--- src/rtl/irq_pkg.sv ---
// Shared types and constants for the interrupt controller.
// State encoding, config register addresses and line limit.
package irq_pkg;

  localparam int MAX_IRQ = 16;

  typedef enum logic [1:0] {
    IDLE    = 2'd0,
    ALERT   = 2'd1,
    SERVICE = 2'd2
  } irq_state_e;

  localparam logic [1:0] CFG_EN   = 2'd0;
  localparam logic [1:0] CFG_PEND = 2'd1;
  localparam logic [1:0] CFG_STAT = 2'd2;
  localparam logic [1:0] CFG_GIE  = 2'd3;

endpackage

--- src/rtl/irq_sync_edge.sv ---
// One interrupt line: 2-flop synchronizer plus rising-edge detect.
// Ports: clk, rst_n, d (async line), rise (1-cycle edge pulse).
module irq_sync_edge (
  input  logic clk,
  input  logic rst_n,
  input  logic d,
  output logic rise
);

  logic s1, s2, s3;

  always_ff @(posedge clk or negedge rst_n) begin
    if (!rst_n) begin
      s1 <= 1'b0;
      s2 <= 1'b0;
      s3 <= 1'b0;
    end else begin
      s1 <= d;
      s2 <= s1;
      s3 <= s2;
    end
  end

  assign rise = s2 & ~s3;

endmodule

--- src/rtl/irq_ctrl.sv ---
// Interrupt controller feeding IF: pending/enable/gie, fixed priority, alert FSM.
// Ports: irq_in, IF handshake (interrupt_mask/taken/pci_take/alert), id/vector, cfg port.
module irq_ctrl
  import irq_pkg::*;
#(
  parameter int          NUM_IRQ    = 8,
  parameter logic [31:0] VEC_BASE   = 32'h0000_0100,
  parameter logic [31:0] VEC_STRIDE = 32'h0000_0010
) (
  input  logic               clk,
  input  logic               rst_n,
  input  logic [NUM_IRQ-1:0] irq_in,
  input  logic               interrupt_mask,
  input  logic               taken,
  input  logic               pci_take,
  output logic               alert,
  output logic [3:0]         irq_id,
  output logic [31:0]        irq_vector,
  input  logic               cfg_we,
  input  logic [1:0]         cfg_addr,
  input  logic [31:0]        cfg_wdata,
  output logic [31:0]        cfg_rdata
);

  irq_state_e         state_q, state_d;
  logic [3:0]         id_q, id_d, win_id;
  logic [NUM_IRQ-1:0] rise, pend_q, pend_d;
  logic [NUM_IRQ-1:0] en_q, elig, clr;
  logic               gie_q, any, ack;
  logic               unused_wdata;

  assign unused_wdata = ^cfg_wdata[31:NUM_IRQ];

  for (genvar g = 0; g < NUM_IRQ; g++) begin : g_line
    irq_sync_edge u_se (
      .clk   (clk),
      .rst_n (rst_n),
      .d     (irq_in[g]),
      .rise  (rise[g])
    );
  end

  assign elig = (gie_q && !interrupt_mask) ? (pend_q & en_q) : '0;
  assign any  = |elig;
  assign ack  = taken && (state_q == ALERT);

  // Descending scan so the lowest set index is the last write.
  always_comb begin
    win_id = '0;
    for (int i = NUM_IRQ - 1; i >= 0; i--)
      if (elig[i]) win_id = 4'(i);
  end

  // New edges OR in after clears, so a same-cycle set wins.
  always_comb begin
    clr = '0;
    if (cfg_we && cfg_addr == CFG_PEND)
      clr = cfg_wdata[NUM_IRQ-1:0];
    if (ack)
      for (int i = 0; i < NUM_IRQ; i++)
        if (id_q == 4'(i)) clr[i] = 1'b1;
    pend_d = (pend_q & ~clr) | rise;
  end

  always_comb begin
    state_d = state_q;
    id_d    = id_q;
    unique case (state_q)
      IDLE: begin
        if (any) begin
          state_d = ALERT;
          id_d    = win_id;
        end
      end
      ALERT:   if (taken) state_d = SERVICE;
      SERVICE: if (pci_take) state_d = IDLE;
      default: state_d = IDLE;
    endcase
  end

  always_ff @(posedge clk or negedge rst_n) begin
    if (!rst_n) begin
      state_q <= IDLE;
      id_q    <= '0;
      pend_q  <= '0;
      en_q    <= '0;
      gie_q   <= 1'b0;
    end else begin
      state_q <= state_d;
      id_q    <= id_d;
      pend_q  <= pend_d;
      if (cfg_we && cfg_addr == CFG_EN)
        en_q <= cfg_wdata[NUM_IRQ-1:0];
      if (cfg_we && cfg_addr == CFG_GIE)
        gie_q <= cfg_wdata[0];
    end
  end

  assign alert      = (state_q == ALERT);
  assign irq_id     = id_q;
  assign irq_vector = VEC_BASE + 32'(id_q) * VEC_STRIDE;

  always_comb begin
    cfg_rdata = '0;
    unique case (cfg_addr)
      CFG_EN:   cfg_rdata = 32'(en_q);
      CFG_PEND: cfg_rdata = 32'(pend_q);
      CFG_STAT: cfg_rdata = {26'b0, state_q, id_q};
      CFG_GIE:  cfg_rdata = {31'b0, gie_q};
      default:  cfg_rdata = '0;
    endcase
  end

endmodule

--- config.mk ---
export PLATFORM = sky130hd
export DESIGN_NAME = irq_ctrl
export DESIGN_NICKNAME = d
export VERILOG_FILES = /design/src/rtl/irq_pkg.sv /design/src/rtl/irq_sync_edge.sv /design/src/rtl/irq_ctrl.sv
export SDC_FILE = /design/constraint.sdc
export NUM_CORES = 1
export LEC_CHECK = 0
export ABC_CLOCK_PERIOD_IN_PS = 1510
export CAP_MARGIN = 20
export CORE_MARGIN = 2
export CORE_UTILIZATION = 40
export DETAILED_ROUTE_END_ITERATION = 16
export PLACE_DENSITY_LB_ADDON = 0.25
export SLEW_MARGIN = 5
export SYNTH_ARGS = -nofsm -noshare
export SYNTH_HDL_FRONTEND = slang
export SYNTH_SLANG_ARGS = --single-unit
--- constraint.sdc ---
create_clock -name clk -period 1.51 [get_ports clk]
set_input_delay 0.302 -clock clk [delete_from_list [all_inputs] [get_ports clk]]
set_output_delay 0.302 -clock clk [all_outputs]
set_load 0.01 [all_outputs]
==> results of run 1 <==
[what timing repair did]
action / in CTS / in global routing
buffers inserted: 3 / 4
endpoints found under the setup margin: 31 / 11
hold buffers: 1 / 0
gates cloned: 0 / 0
hold endpoints to repair: 46 / 0
gates resized for setup: 41 / 12
pin swaps: 0 / 2
[sequential cells by signal, summed over array words and instances, names as in the netlist]
signal	count
g_line.u_se.s3	8
pend_q	8
en_q	8
gie_q	1
irq_id	3
state_q	2
g_line.u_se.s2	8
g_line.u_se.s1	8
[stage by stage]
step | instance area [sq um] | setup TNS, ns | power, mW
finish | 2820 | -0.0850 | 3.62
global route | 2820 | -0.133 | 3.86
CTS | 2800 | -0.0909 | 3.58
detailed placement | 2700 | -13.96 | 2.91
global placement | 2700 | -13.53 | 2.89
floorplan | 2470 | 0 | 2.33
[worst min path at each step]
stage                           start           endpoint  depth (start not counted)
finish              g_line[1].u_se.s1  g_line[1].u_se.s2                          0
CTS                 g_line[1].u_se.s1  g_line[1].u_se.s2                          0
floorplan                       rst_n            en_q[0]                          0
global route        g_line[6].u_se.s1  g_line[6].u_se.s2                          0
global placement                rst_n          pend_q[7]                          2
detailed placement              rst_n  g_line[7].u_se.s3                          2
[cell usage after synthesis]
cell type / instances / area, sq um
buf_4: 58 / 435
o311ai_0: 1 / 8.76
o211ai_1: 7 / 52.6
o311ai_1: 1 / 8.76
nand4b_1: 1 / 8.76
o21ai_0: 15 / 75.1
dfrtp_1: 46 / 1150
o21ai_2: 1 / 8.76
a21o_1: 4 / 30.0
mux4_2: 1 / 22.5
nor2_2: 1 / 6.26
mux2i_1: 7 / 70.1
a21oi_1: 6 / 30.0
or2_1: 1 / 6.26
nand2b_1: 4 / 25.0
nor3b_4: 1 / 18.8
nand3_1: 2 / 10.0
mux2_2: 9 / 101
mux2_1: 1 / 11.3
inv_1: 9 / 33.8
a221oi_1: 1 / 8.76
nor2_1: 4 / 15.0
conb_1: 2 / 7.51
nand2b_4: 1 / 13.8
nand3b_1: 1 / 7.51
nand2_1: 25 / 93.8
nor2b_1: 1 / 6.26
buf_2: 1 / 5.00
nand2_2: 1 / 6.26
[power by group]
group | internal [mW] | switching [mW] | leakage (nW)
Combinational | 0.662 | 0.652 | 0.809
Sequential | 1.42 | 0.139 | 0.529
Clock | 0.353 | 0.385 | 0.0431
[kinds of logic after synthesis]
logic type,after synthesis,synth area share
buffers and inverters,68,0.208
flip-flops,46,0.505
AND/OR/NAND/NOR,43,0.0956
AO/OA/AOI/OAI,36,0.0978
multiplexers,18,0.0901
other,2,0.00330
[metal layers]
layer  up-vias  GRT usage
met5         -          0
met4         0     0.0431
met3         5     0.0486
met2        56      0.225
met1       728      0.185
li1        737          -
[placed cells by master (no fill, tap or decap), types with 7 or more instances in the layout]
cell type / instances
inv_1: 9
mux2i_1: 7
buf_4: 29
dfrtp_1: 46
dlygate4sd2_1: 7
o21ai_0: 12
conb_1: 54
o211ai_1: 7
mux2_2: 9
clkdlybuf4s50_1: 20
nand2_1: 24
[worst max-delay path, cell delays in order (launching register included)]
cell	delay, ns
dfrtp_1	0.39
mux4_2	0.46
buf_2	0.15
[cell type report]
cell class                      instances  area (sq um)
Tap cell                               72          90.1
Fill cell                             523          2690
Clock buffer                            6          82.6
Sequential cell                        46          1150
Inverter                                9          33.8
Timing Repair Buffer                   70           596
Multi-Input combinational cell        151           862
==> results.sh, run 1 <==
export IMPL_rr_endpoint="irq_id[0]"
export IMPL_power_density_nw_per_um2=1280
export IMPL_totalWireLength_um=4380
export IMPL_dp_hpwl_um=3210
export IMPL_wl_met3_um=276
export IMPL_syn_area_sq_um=2280
export IMPL_grt_pass1_vias=1372
export IMPL_end_kind="primary output"
export IMPL_path_max_fanout=2
export IMPL_worstPathArrival_ns=1.29
export IMPL_initial_core_util=0.414
export IMPL_cts_root_buf="clkbuf_8"
export IMPL_finish_utilization=0.511
export IMPL_gp_congestion=0.833
export IMPL_holdWs_ns=0.350
export IMPL_first_iter_violations=95
export IMPL_grt_max_degree=47
export IMPL_crit_path_start_kind="flop"
export IMPL_r2r_start="gie_q"
export IMPL_syn_avg_cell_area_sq_um=10.7
export IMPL_chipWidth_um=79.5
export IMPL_reg2reg_setup_slack_ns=0.06
export IMPL_cts_max_level=2
export IMPL_vias=1526
export IMPL_numPortBuffers=38
export IMPL_instances_no_fill=354
export IMPL_skew_ns=0.00706
export IMPL_maxCapViolCount=0
export IMPL_critical_path_class="flop to primary output"
export IMPL_grt_use_total=0.143
export IMPL_dr_wl_met2_um=2140
export IMPL_yosysUniqueCellTypes=29
export IMPL_cts_tree="yes"
export IMPL_setup_ws_ns=-0.0850
export IMPL_grt_pass1_wl_um=6750
export IMPL_final_hold_violation_count=0
export IMPL_ios=117
export IMPL_fin_crit_ns=1.59
export IMPL_dp_cells=340
export IMPL_max_freq_mhz=627
export IMPL_synth_warnings=0
export IMPL_routedWlPerCell_um=12.4
export IMPL_clk_pin_slew_ns=0.08
export IMPL_setup_viol=1
export IMPL_drt_met1_wl_um=1910
export IMPL_gr_total_overflow=0
export IMPL_yosys_register_bits=46
export IMPL_peakVddDrop_v=0.000578
export IMPL_firstDrtPassIters=4
export IMPL_post_place_ws_ns=-0.807
export IMPL_rsz0062_at_grt="yes"
export IMPL_timing_final_crit_share=1.06
export IMPL_final_nets=331
export IMPL_clk_insertion_delay_late_ns=0.30
export IMPL_syn2layout_area_growth_pct=23.6
export IMPL_ant_nets=0
export IMPL_rr_worst_depth=6
export IMPL_critPathRequiredTime_ns=1.21
export IMPL_hold_path_class="flop to flop"
export IMPL_cts_buffers=5
export IMPL_crit_path_end="cfg_rdata[0]"
export IMPL_violations="setup timing"
export IMPL_maxSlewViolCount=0
export IMPL_clock_path_buffers=2
export IMPL_drive_above_1_share=0.230
export IMPL_clock_sinks=46
export IMPL_leakagePower_nw=1.38
export IMPL_highest_layer="met4"
export IMPL_dieArea_sq_um=6320
export IMPL_antenna_cells=0
export IMPL_status="finished, violations left"
export IMPL_core_sq_um=5510
export IMPL_vias_per_cell=4.31
export IMPL_crit_start="gie_q"
export IMPL_drc_errors=0
export IMPL_antenna_found_initial=0
export IMPL_fp_row_count=27
export IMPL_netlist_instances=213
export IMPL_die_h_um=79.5
export IMPL_synth_seq_area_share=0.505
No activity file was read; power rests on OpenSTA's default activity.
==> run 2, diff against run 1 <==
--- a/config.mk
+++ b/config.mk
@@ -10,6 +10,7 @@
 export CORE_MARGIN = 2
 export CORE_UTILIZATION = 40
 export DETAILED_ROUTE_END_ITERATION = 16
+export MAX_ROUTING_LAYER = met4
 export PLACE_DENSITY_LB_ADDON = 0.25
 export SLEW_MARGIN = 5
 export SYNTH_ARGS = -nofsm -noshare
==> results.sh, run 2 (synthesis gave the netlist of run 1 again) <==
export IMPL_gp_congestion=0.846
export IMPL_cts_buffers=5
export IMPL_cts_root_buf="clkbuf_8"
export IMPL_antenna_cells=0
export IMPL_cp_slowest_cell="mux4_2"
export IMPL_crit_path_start_kind="flop"
export IMPL_timing_final_crit_share=1.06
export IMPL_reg2reg_setup_slack_ns=0.06
export IMPL_firstDrtPassIters=4
export IMPL_syn2layout_area_growth_pct=23.6
export IMPL_r2r_start="gie_q"
export IMPL_vias=1521
export IMPL_clock_sinks=46
export IMPL_grt_pass1_vias=1372
export IMPL_critPathMaxStageDelay_ns=0.46
export IMPL_first_iter_violations=92
export IMPL_ios=117
export IMPL_finish_instance_area_sq_um=2820
export IMPL_cts_max_level=2
export IMPL_rr_endpoint="irq_id[0]"
export IMPL_p_total_mw=3.62
export IMPL_critPathBufInv=1
export IMPL_drc_errors=0
export IMPL_chipWidth_um=79.5
export IMPL_worstPathArrival_ns=1.29
export IMPL_critPathRequiredTime_ns=1.21
export IMPL_hold_depth=0
export IMPL_skew_ns=0.00963
export IMPL_setup_ws_ns=-0.0837
export IMPL_numPortBuffers=38
export IMPL_clk_pin_slew_ns=0.08
export IMPL_antenna_found_initial=0
export IMPL_worstHoldStart="g_line[1].u_se.s1"
export IMPL_whs_endpoint="g_line[1].u_se.s2"
export IMPL_initial_core_util=0.414
export IMPL_routedWlPerCell_um=12.3
export IMPL_final_common_cell="conb_1"
export IMPL_ant_nets=0
export IMPL_dp_hpwl_um=3210
export IMPL_crit_family="multiplexers"
export IMPL_final_nets=331
export IMPL_die_h_um=79.5
export IMPL_critical_path_class="flop to primary output"
export IMPL_end_kind="primary output"
export IMPL_rsz0062_at_grt="yes"
export IMPL_grt_pass1_wl_um=6760
export IMPL_grt_use_total=0.146
export IMPL_fin_crit_ns=1.59
export IMPL_rr_worst_depth=6
export IMPL_grt_max_degree=47
export IMPL_final_hold_violation_count=0
export IMPL_totalWireLength_um=4350
export IMPL_status="finished, violations left"
export IMPL_power_density_nw_per_um2=1280
export IMPL_clock_path_buffers=2
export IMPL_setup_viol=1
export IMPL_leakagePower_nw=1.38
export IMPL_hold_path_class="flop to flop"
export IMPL_final_cell_mix="54 x conb_1, 46 x dfrtp_1, 29 x buf_4, 24 x nand2_1, 20 x clkdlybuf4s50_1"
export IMPL_core_sq_um=5510
export IMPL_max_freq_mhz=627
export IMPL_vias_per_cell=4.30
export IMPL_dpl_cell_area_sq_um=2700
export IMPL_crit_start="gie_q"
export IMPL_cts_tree="yes"
export IMPL_drive_above_1_share=0.230
export IMPL_peakVddDrop_v=0.000580
export IMPL_clk_insertion_delay_late_ns=0.29
export IMPL_nFillCells=523
export IMPL_gr_total_overflow=0
export IMPL_maxSlewViolCount=0
export IMPL_maxCapViolCount=0
export IMPL_path_max_fanout=2
export IMPL_crit_chain="mux4_2 > buf_2"
export IMPL_dieArea_sq_um=6320
export IMPL_violations="setup timing"
export IMPL_fp_row_count=27
-- run 2: cell counts in the layout (fill, tap and decap cells not counted) --
Identical to the previous run, type by type.
-- run 2: cell type report --
type                            instances  area, sq um  area share
Timing Repair Buffer                   70          596       0.212
Inverter                                9         33.8      0.0120
Clock buffer                            6         82.6      0.0293
Multi-Input combinational cell        151          862       0.306
Tap cell                               72         90.1      0.0320
Sequential cell                        46         1150       0.409
-- run 2: how the worst max path moves through the flow --
stage	slack (ns)	cells past startpoint	to
after floorplan	0.20	2	cfg_rdata[0]
after global placement	-0.79	3	cfg_rdata[0]
after detailed placement	-0.81	3	cfg_rdata[0]
after CTS	-0.09	2	cfg_rdata[0]
after global routing	-0.12	2	cfg_rdata[0]
final	-0.08	2	cfg_rdata[0]
-- run 2: what timing repair did --
action,4_1_cts,5_1_grt
pin swaps,0,2
gates resized for setup,41,12
setup buffers,3,4
hold buffers,1,0
setup endpoints to repair,31,11
hold endpoints to repair,46,0
-- run 2: per-layer routing --
metal | GRT usage | vias up | part of all wire
met3 | 0.0452 | 6 | 0.066
li1 | - | 738 | -
met1 | 0.185 | 723 | 0.43
met4 | 0.0431 | 0 | 0.011
met5 | - | - | 0
met2 | 0.226 | 54 | 0.49
-- run 2: per-stage QoR --
stage	TNS, ns	util	worst slack [ns]	std cells	hold WS [ns]
6_report	-0.0837	0.511	-0.0837	354	0.350
5_1_grt	-0.134	0.511	-0.122	354	0.361
4_1_cts	-0.0909	0.509	-0.0909	350	0.353
3_5_place_dp	-13.96	0.491	-0.807	340	0.304
3_3_place_gp	-13.53	0.491	-0.794	340	0.306
2_1_floorplan	0	-	0.199	265	0.00641
-- run 2: power breakdown --
group | total, mW | leakage (nW) | internal [mW] | switching, mW
logic | 1.32 | 0.809 | 0.662 | 0.654
registers | 1.56 | 0.529 | 1.42 | 0.140
clock network | 0.738 | 0.0431 | 0.353 | 0.384
total | 3.62 | 1.38 | 2.44 | 1.18
==> run 3, diff against run 2 <==
--- a/config.mk
+++ b/config.mk
@@ -5,7 +5,7 @@
 export SDC_FILE = /design/constraint.sdc
 export NUM_CORES = 1
 export LEC_CHECK = 0
-export ABC_CLOCK_PERIOD_IN_PS = 1510
+export ABC_CLOCK_PERIOD_IN_PS = 1800
 export CAP_MARGIN = 20
 export CORE_MARGIN = 2
 export CORE_UTILIZATION = 40
@@ -15,4 +15,5 @@
 export SLEW_MARGIN = 5
 export SYNTH_ARGS = -nofsm -noshare
 export SYNTH_HDL_FRONTEND = slang
+export SYNTH_HIERARCHICAL = 1
 export SYNTH_SLANG_ARGS = --single-unit
==> constraint.sdc (replaced) <==
create_clock -name clk -period 1.8 [get_ports clk]
set_input_delay 0.45 -clock clk [delete_from_list [all_inputs] [get_ports clk]]
set_output_delay 0.45 -clock clk [all_outputs]
set_load 0.01 [all_outputs]
==> results.sh, run 3 <==
export IMPL_firstDrtPassIters=4
export IMPL_synth_top_area_frac=0.486
export IMPL_skew_ns=0.00803
export IMPL_rsz0062_at_grt="yes"
export IMPL_use_met1=0.187
export IMPL_setup_tns_ns=0
export IMPL_yosys_register_bits=46
export IMPL_peakVddDrop_v=0.000518
export IMPL_synth_seq_area_share=0.486
export IMPL_status="completed"
export IMPL_combPwrFrac=0.333
export IMPL_power_density_nw_per_um2=1070
export IMPL_dieArea_sq_um=6560
export IMPL_hold_path_class="input port to async pin"
export IMPL_use_met3=0.0244
export IMPL_drive_above_1_share=0.239
export IMPL_fp_row_count=28
export IMPL_synth_commonest_cells="58 x buf_4, 46 x dfrtp_1, 31 x nand2_1"
export IMPL_reg2reg_setup_slack_ns=0.33
export IMPL_critical_path_class="input port to primary output"
export IMPL_cts_tree="yes"
export IMPL_worstMarginPinSlew_ns=0.569
export IMPL_clkPwrFrac=0.239
export IMPL_dp_hpwl_um=3190
export IMPL_grt_pass1_wl_um=7120
export IMPL_leakagePower_nw=1.40
export IMPL_maxSlewViolCount=0
export IMPL_instances_no_fill=355
export IMPL_use_met2=0.240
export IMPL_synth_warnings=6
export IMPL_max_slew_margin=0.620
export IMPL_initial_core_util=0.407
export IMPL_final_common_cell="conb_1"
export IMPL_final_hold_violation_count=0
export IMPL_cts_buffers=5
export IMPL_syn2layout_area_growth_pct=22.5
export IMPL_grt_pass1_vias=1473
export IMPL_first_iter_violations=69
export IMPL_power_frac_seq=0.428
export IMPL_numPortBuffers=38
export IMPL_p_switching_mw=0.972
export IMPL_cp_slowest_cell="dlygate4sd2_1"
export IMPL_setup_viol=0
export IMPL_critPathMaxStageDelay_ns=0.25
export IMPL_antenna_found_initial=0
export IMPL_cts_root_buf="clkbuf_8"
export IMPL_netlist_instances=214
export IMPL_critPathRequiredTime_ns=1.35
export IMPL_postSynth_asyncResetShare=1.00
export IMPL_clock_path_buffers=2
export IMPL_fin_crit_ns=1.76
export IMPL_syn_avg_cell_area_sq_um=11.1
export IMPL_drc_errors=0
export IMPL_gr_total_overflow=0
export IMPL_end_kind="primary output"
export IMPL_finish_utilization=0.499
export IMPL_ios=117
export IMPL_vias=1535
export IMPL_yosysTopAreaCell="dfrtp_1"
export IMPL_swShare=0.313
export IMPL_final_nets=327
export IMPL_chipWidth_um=81.0
export IMPL_p_int_mw=2.13
export IMPL_routedWlPerCell_um=12.1
export IMPL_grt_use_total=0.149
export IMPL_synth_area_top_cells="dfrtp_1 49%, buf_4 18%, nor2b_4 5.2%"
export IMPL_timing_final_crit_share=0.975
export IMPL_busiest_layer="met2"
export IMPL_cts_max_level=2
export IMPL_core_sq_um=5820
export IMPL_final_cell_mix="54 x conb_1, 44 x dfrtp_1, 31 x nand2_1, 24 x buf_4, 22 x clkdlybuf4s50_1"
export IMPL_antenna_cells=0
export IMPL_syn_area_sq_um=2370
export IMPL_die_h_um=81.0
export IMPL_gp_congestion=0.811
export IMPL_worstPathArrival_ns=1.31
export IMPL_synth_edff_count=0
export IMPL_crit_path_start_kind="input port"
export IMPL_clk_insertion_delay_late_ns=0.29
export IMPL_grt_max_degree=47
export IMPL_dp_cells=338
export IMPL_vias_per_cell=4.32
export IMPL_crit_chain="dlygate4sd2_1 > buf_6 > buf_4 > nor2_1 > clkdlybuf4s15_1"
export IMPL_synth_most_common_cell="buf_4"
export IMPL_clk_pin_slew_ns=0.09
export IMPL_max_freq_mhz=570
export IMPL_maxCapViolCount=0
export IMPL_clock_sinks=46
export IMPL_ant_nets=0
export IMPL_totalWireLength_um=4290
export IMPL_yosysUniqueCellTypes=27
export IMPL_synth_top_flop_cell="dfrtp_1"
export IMPL_path_max_fanout=6
## run 3: final timing paths
kind,from,end,cells after the start
worst max-delay path,cfg_addr[1],cfg_rdata[3],5
worst min-delay path,rst_n,g_line[0].u_se/s2,2
worst max register to register,pend_q[0],irq_id[0],7
worst min register to register,g_line[1].u_se/s1,g_line[1].u_se/s2,0
max in group asynchronous,rst_n,state_q[1],2
min in group clk,g_line[1].u_se/s1,g_line[1].u_se/s2,0
## run 3: area by class of cell
type                       count  area, sq um
clock buffer                   5         68.8
tap                           75         93.8
fill                         545         2910
timing repair buffer          66          582
multi-input combinational    159          961
inverter                       1         3.75
sequential                    46         1150
clock inverter                 3         40.0
## run 3: power groups by stage
stage | registers (mW) | clock network (mW) | logic [mW]
after CTS | 1.33 | 0.774 | 1.01
after floorplan | 1.37 | 0 | 0.618
after detailed placement | 1.35 | 0 | 1.08
final | 1.33 | 0.742 | 1.03
after global placement | 1.34 | 0 | 1.06
after global routing | 1.36 | 0.824 | 1.14
## run 3: routing by layer
metal,vias to the layer above,share of wire
met2,53,0.48
met3,6,0.052
met5,-,0
met4,0,0.018
met1,746,0.45
li1,730,-
## run 3: cell families (layout without fill, tap and decap cells)
group	count (synthesis)	count (layout)	share of synthesized area
other	2	54	0.00317
flip-flops	46	46	0.486
multiplexers	18	18	0.0882
AO/OA/AOI/OAI	27	27	0.0781
AND/OR/NAND/NOR	60	60	0.155
buffers and inverters	61	75	0.190
## run 3: what timing repair did
item,in CTS,in global routing
cloned,0,0
resized for setup,39,6
buffers inserted,4,5
setup endpoints to repair,13,6
hold buffers,0,0
## run 3: critical path: cells and delay by family
kind                   cells  cell delay (ns)
buffers and inverters      4             0.75
and+or+nand+nor            1             0.10
## run 3: metrics by stage
| stage | power [mW] | setup WS, ns | area [sq um] | hold slack (ns) |
|---|---|---|---|---|
| floorplan | 1.99 | 0.124 | 2560 | 0.154 |
| global placement | 2.40 | -0.757 | 2760 | 0.332 |
| detailed placement | 2.42 | -0.752 | 2760 | 0.335 |
| CTS | 3.11 | 0.00810 | 2860 | 0.242 |
| global route | 3.33 | -0.00246 | 2900 | 0.272 |
| finish | 3.10 | 0.0449 | 2900 | 0.221 |
